==> src/rtl/move_tx_queue.sv <==
// Queues outgoing moves and hands them to the UART tx one frame at a time,
// holding tx_data through frame + idle gap so the peer re-syncs between packets.
module move_tx_queue #(
    parameter int PKT_LEN    = 8,
    parameter int DIVISOR    = 6771,
    parameter int GAP_CYCLES = 65_000,
    parameter int DEPTH      = 4
) (
    input  logic                     clk_in,
    input  logic                     rst_in,
    input  logic                     move_valid,
    input  logic [PKT_LEN-1:0]       move_in,
    output logic                     tx_trigger,
    output logic [PKT_LEN-1:0]       tx_data,
    output logic [$clog2(DEPTH):0]   count,
    output logic                     busy,
    output logic                     overflow
);

    localparam int AW = $clog2(DEPTH);
    localparam int T  = DIVISOR * (PKT_LEN + 2) + GAP_CYCLES;
    localparam int TW = $clog2(T + 1);

    typedef enum logic [1:0] {IDLE, SEND, HOLD} state_t;

    state_t             state, state_nxt;
    logic [TW-1:0]      timer, timer_nxt;
    logic [PKT_LEN-1:0] mem [DEPTH];
    logic [AW-1:0]      rd_ptr, wr_ptr;
    logic               full, empty, pop, push;

    always_comb begin
        full  = (count == (AW+1)'(DEPTH));
        empty = (count == '0);
        pop   = (state == IDLE) && !empty;
        // A pop in the same cycle frees a slot, so a full queue still accepts the write.
        push  = move_valid && (!full || pop);
        busy  = (state != IDLE);
    end

    always_comb begin
        state_nxt = state;
        timer_nxt = timer;
        case (state)
            IDLE: if (!empty) state_nxt = SEND;
            SEND: begin
                state_nxt = HOLD;
                timer_nxt = TW'(T - 2);
            end
            HOLD: begin
                // IDLE + SEND + (T-2) HOLD cycles give exactly T cycles per packet.
                timer_nxt = timer - 1'b1;
                if (timer <= TW'(1)) state_nxt = IDLE;
            end
            default: state_nxt = IDLE;
        endcase
    end

    always_ff @(posedge clk_in) begin
        if (rst_in) begin
            state      <= IDLE;
            timer      <= '0;
            rd_ptr     <= '0;
            wr_ptr     <= '0;
            count      <= '0;
            tx_trigger <= 1'b0;
            tx_data    <= '0;
            overflow   <= 1'b0;
        end else begin
            state      <= state_nxt;
            timer      <= timer_nxt;
            tx_trigger <= (state == SEND);
            if (pop) begin
                tx_data <= mem[rd_ptr];
                rd_ptr  <= rd_ptr + 1'b1;
            end
            if (push) wr_ptr <= wr_ptr + 1'b1;
            case ({push, pop})
                2'b10:   count <= count + 1'b1;
                2'b01:   count <= count - 1'b1;
                default: count <= count;
            endcase
            if (move_valid && full && !pop) overflow <= 1'b1;
        end
    end

    always_ff @(posedge clk_in) begin
        if (push) mem[wr_ptr] <= move_in;
    end

endmodule

==> config.mk <==
export PLATFORM = sky130hd
export DESIGN_NAME = move_tx_queue
export DESIGN_NICKNAME = d
export VERILOG_FILES = /design/src/rtl/move_tx_queue.sv
export SDC_FILE = /design/constraint.sdc
export NUM_CORES = 1
export LEC_CHECK = 0
export ABC_AREA = 1
export CAP_MARGIN = 20
export CORE_MARGIN = 1
export CORE_UTILIZATION = 40
export CTS_BUF_LIST = sky130_fd_sc_hd__clkbuf_8
export CTS_CLUSTER_DIAMETER = 200
export DETAILED_ROUTE_END_ITERATION = 6
export SYNTH_ARGS = -nofsm -noshare
export SYNTH_HDL_FRONTEND = slang
export SYNTH_SLANG_ARGS = --single-unit
==> constraint.sdc <==
create_clock -name clk_in -period 3.7 [get_ports clk_in]
set_input_delay 0.74 -clock clk_in [delete_from_list [all_inputs] [get_ports clk_in]]
set_output_delay 0.74 -clock clk_in [all_outputs]
set_load 0.005 [all_outputs]
==> impl_metrics.env <==
export IMPL_period_minus_slack_ns=2.37
export IMPL_htree_num_levels=3
export IMPL_grt_max_degree=21
export IMPL_grtUsageTotal=0.166
export IMPL_crit_buf_inv=3
export IMPL_crit_family="buffers and inverters"
export IMPL_dieHeight_um=89.3
export IMPL_vdd_ir_drop_worst_mv=0.346
export IMPL_layout_commonest_cell="nor2_1"
export IMPL_nets=383
export IMPL_multi_input_area_um2=1150
export IMPL_vias=2207
export IMPL_dr_pass1_iters=4
export IMPL_p_leak_uw=0.00140
export IMPL_wl_um=5830
export IMPL_wl_per_cell_um=12.6
export IMPL_drv_slew=0
export IMPL_synth_warning_count=0
export IMPL_worstSetupStartpointType="flip-flop"
export IMPL_drt_iter0_drc=92
export IMPL_worstPathArrival_ns=1.63
export IMPL_rsz0062_at_grt="no"
export IMPL_clkSinkCount=69
export IMPL_port_buffers=24
export IMPL_hold_path_class="reg -> reg"
export IMPL_routabilityCongestion=0.769
export IMPL_place_ws_ns=1.06
export IMPL_clock_fmax_ghz=0.422
export IMPL_critPathCaptureType="output port"
export IMPL_grt_ovfl_total=0
export IMPL_syn_avg_cell_area_um2=9.19
export IMPL_cts_tree="built"
export IMPL_io_pins=25
export IMPL_slew_headroom=0.424
export IMPL_drive_gt1_frac=0.0740
export IMPL_vias_per_cell=4.76
export IMPL_power_uw=2970
export IMPL_seqCellArea_um2=1700
export IMPL_antenna_found_initial=0
export IMPL_die_area_um2=7980
export IMPL_tns_ns=0
export IMPL_clk_pin_slew_ns=0.07
export IMPL_insertion_delay_ns=0.34
export IMPL_yosys_cell_types_count=29
export IMPL_worstMarginPinSlew_ns=0.861
export IMPL_drcViolationCount=0
export IMPL_rows=31
export IMPL_fillers=673
export IMPL_hold_buffers=0
export IMPL_status="finished, final reports clean"
export IMPL_grt_pass1_wl_um=9690
export IMPL_finalHoldViolations=0
export IMPL_ant_nets=0
export IMPL_syn2layout_area_growth_pct=17.5
export IMPL_worstPathRequired_ns=2.96
export IMPL_cpMaxStageDelayCell="clkdlybuf4s50_1"
export IMPL_core_area_um2=7330
export IMPL_ys_ff_latch=69
export IMPL_fin_crit_sh=0.641
export IMPL_start_util=0.416
export IMPL_cts_path_max_buffers=2
export IMPL_grt_pass1_vias=2132
export IMPL_crit_chain="inv_1 > ha_1 > inv_1 > clkdlybuf4s50_1"
export IMPL_synth_area_um2=3050
export IMPL_setup_viol_count_final=0
export IMPL_cpPeakStageDelay_ns=0.51
export IMPL_fin_skew_ns=0.00933
export IMPL_p_per_area_nw_per_um2=829
export IMPL_setup_ws_ns=1.33
export IMPL_synthesis_instances=332
export IMPL_cp_common_cell="inv_1"
export IMPL_path_class="reg -> out"
export IMPL_postCtsSetupBuffers=0
export IMPL_cap_violations=0
export IMPL_antenna_cells=0
export IMPL_critPathMaxFanout=4
export IMPL_layout_cells_most_common_list="nor2_1, inv_1, o21ai_0, dfxtp_1, edfxtp_1"
export IMPL_die_w_um=89.3
export IMPL_cts_resized=0
export IMPL_cts_buffers=9
export IMPL_cts_root_buf="clkbuf_8"
export IMPL_yosysSeqAreaShare=0.558
export IMPL_detailed_place_hpwl_um=4060
export IMPL_synth_fp_nets=355
metal layers:
| metal | GRT usage | routed length, um | vias up |
|---|---|---|---|
| met2 | 0.289 | 2970 | 38 |
| met1 | 0.194 | 2610 | 1007 |
| met3 | 0.0572 | 252 | 2 |
| met4 | 0.0505 | 5 | 0 |
| met5 | 0 | 0 | - |
| li1 | - | - | 1160 |
kinds of logic (layout without fill, tap and decap cells):
family,Yosys count,after routing,share of synthesized area
fa+ha+maj,12,12,0.0517
simple gates,125,125,0.197
buf+inv,52,85,0.0660
xor+xnor,1,1,0.00287
flops,69,69,0.558
compound gates,73,73,0.125
cell type report:
cell class / count / area share
Clock inverter: 7 / 0.0213
Tap cell: 99 / 0.0345
Multi-Input combinational cell: 211 / 0.320
Sequential cell: 69 / 0.474
Timing Repair Buffer: 25 / 0.0691
Inverter: 44 / 0.0460
Clock buffer: 9 / 0.0345
synth_stat cells:
cell / instances / area [um2]
xor2_1: 1 / 8.76
nor3_1: 6 / 30.0
clkinv_1: 1 / 3.75
ha_1: 11 / 138
dfxtp_1: 37 / 741
a21oi_1: 24 / 120
a31oi_1: 9 / 56.3
o21a_1: 1 / 7.51
clkbuf_2: 1 / 5.00
edfxtp_1: 32 / 961
nor3_2: 1 / 10.0
nor2_8: 2 / 40.0
clkbuf_1: 3 / 11.3
nand3_2: 2 / 20.0
nor4_1: 1 / 6.26
inv_2: 1 / 3.75
buf_2: 4 / 20.0
nand2_1: 28 / 105
a211oi_1: 1 / 7.51
inv_1: 42 / 158
nand4_1: 1 / 6.26
nor2_4: 4 / 45.0
nand3_1: 11 / 55.1
fa_1: 1 / 20.0
and3_1: 1 / 6.26
nand3b_1: 2 / 15.0
nand3_4: 1 / 17.5
o21ai_0: 38 / 190
nor2_1: 65 / 244
flip-flops by register name (all words and copies together) (netlist names):
register,count
wr_ptr,2
state,2
overflow,1
count,3
tx_data,8
timer,18
tx_trigger,1
mem,32
rd_ptr,2
report_power, final:
| group | leakage, uW | switching, uW | internal [uW] | total [uW] |
|---|---|---|---|---|
| sequential | 0.000598 | 145 | 981 | 1130 |
| combinational | 0.000704 | 760 | 486 | 1250 |
| clock | 0.000101 | 289 | 314 | 603 |
tightest hold or removal path: stages (launching register included):
cell,delay (ns)
dfxtp_1,0.32
inv_1,0.05
a21oi_1,0.06
final timing paths:
check                  end  cells past startpoint      from  slack, ns
setup / recovery      busy                      4  state[0]       1.33
setup reg to reg  count[2]                     12  state[0]       1.34
hold reg to reg   overflow                      2  overflow       0.47
hold / removal    overflow                      2  overflow       0.47
metrics by stage:
step                      cell area (um2)  instances  utilization  hold slack (ns)
after detailed placement             3390        448        0.462            0.470
after global routing                 3590        464        0.489            0.497
after floorplan                      3050        332            -            0.441
after CTS                            3590        464        0.489            0.478
final                                3590        464        0.489            0.472
after global placement               3390        448        0.462            0.441
Power figures use the tool's default switching activity.
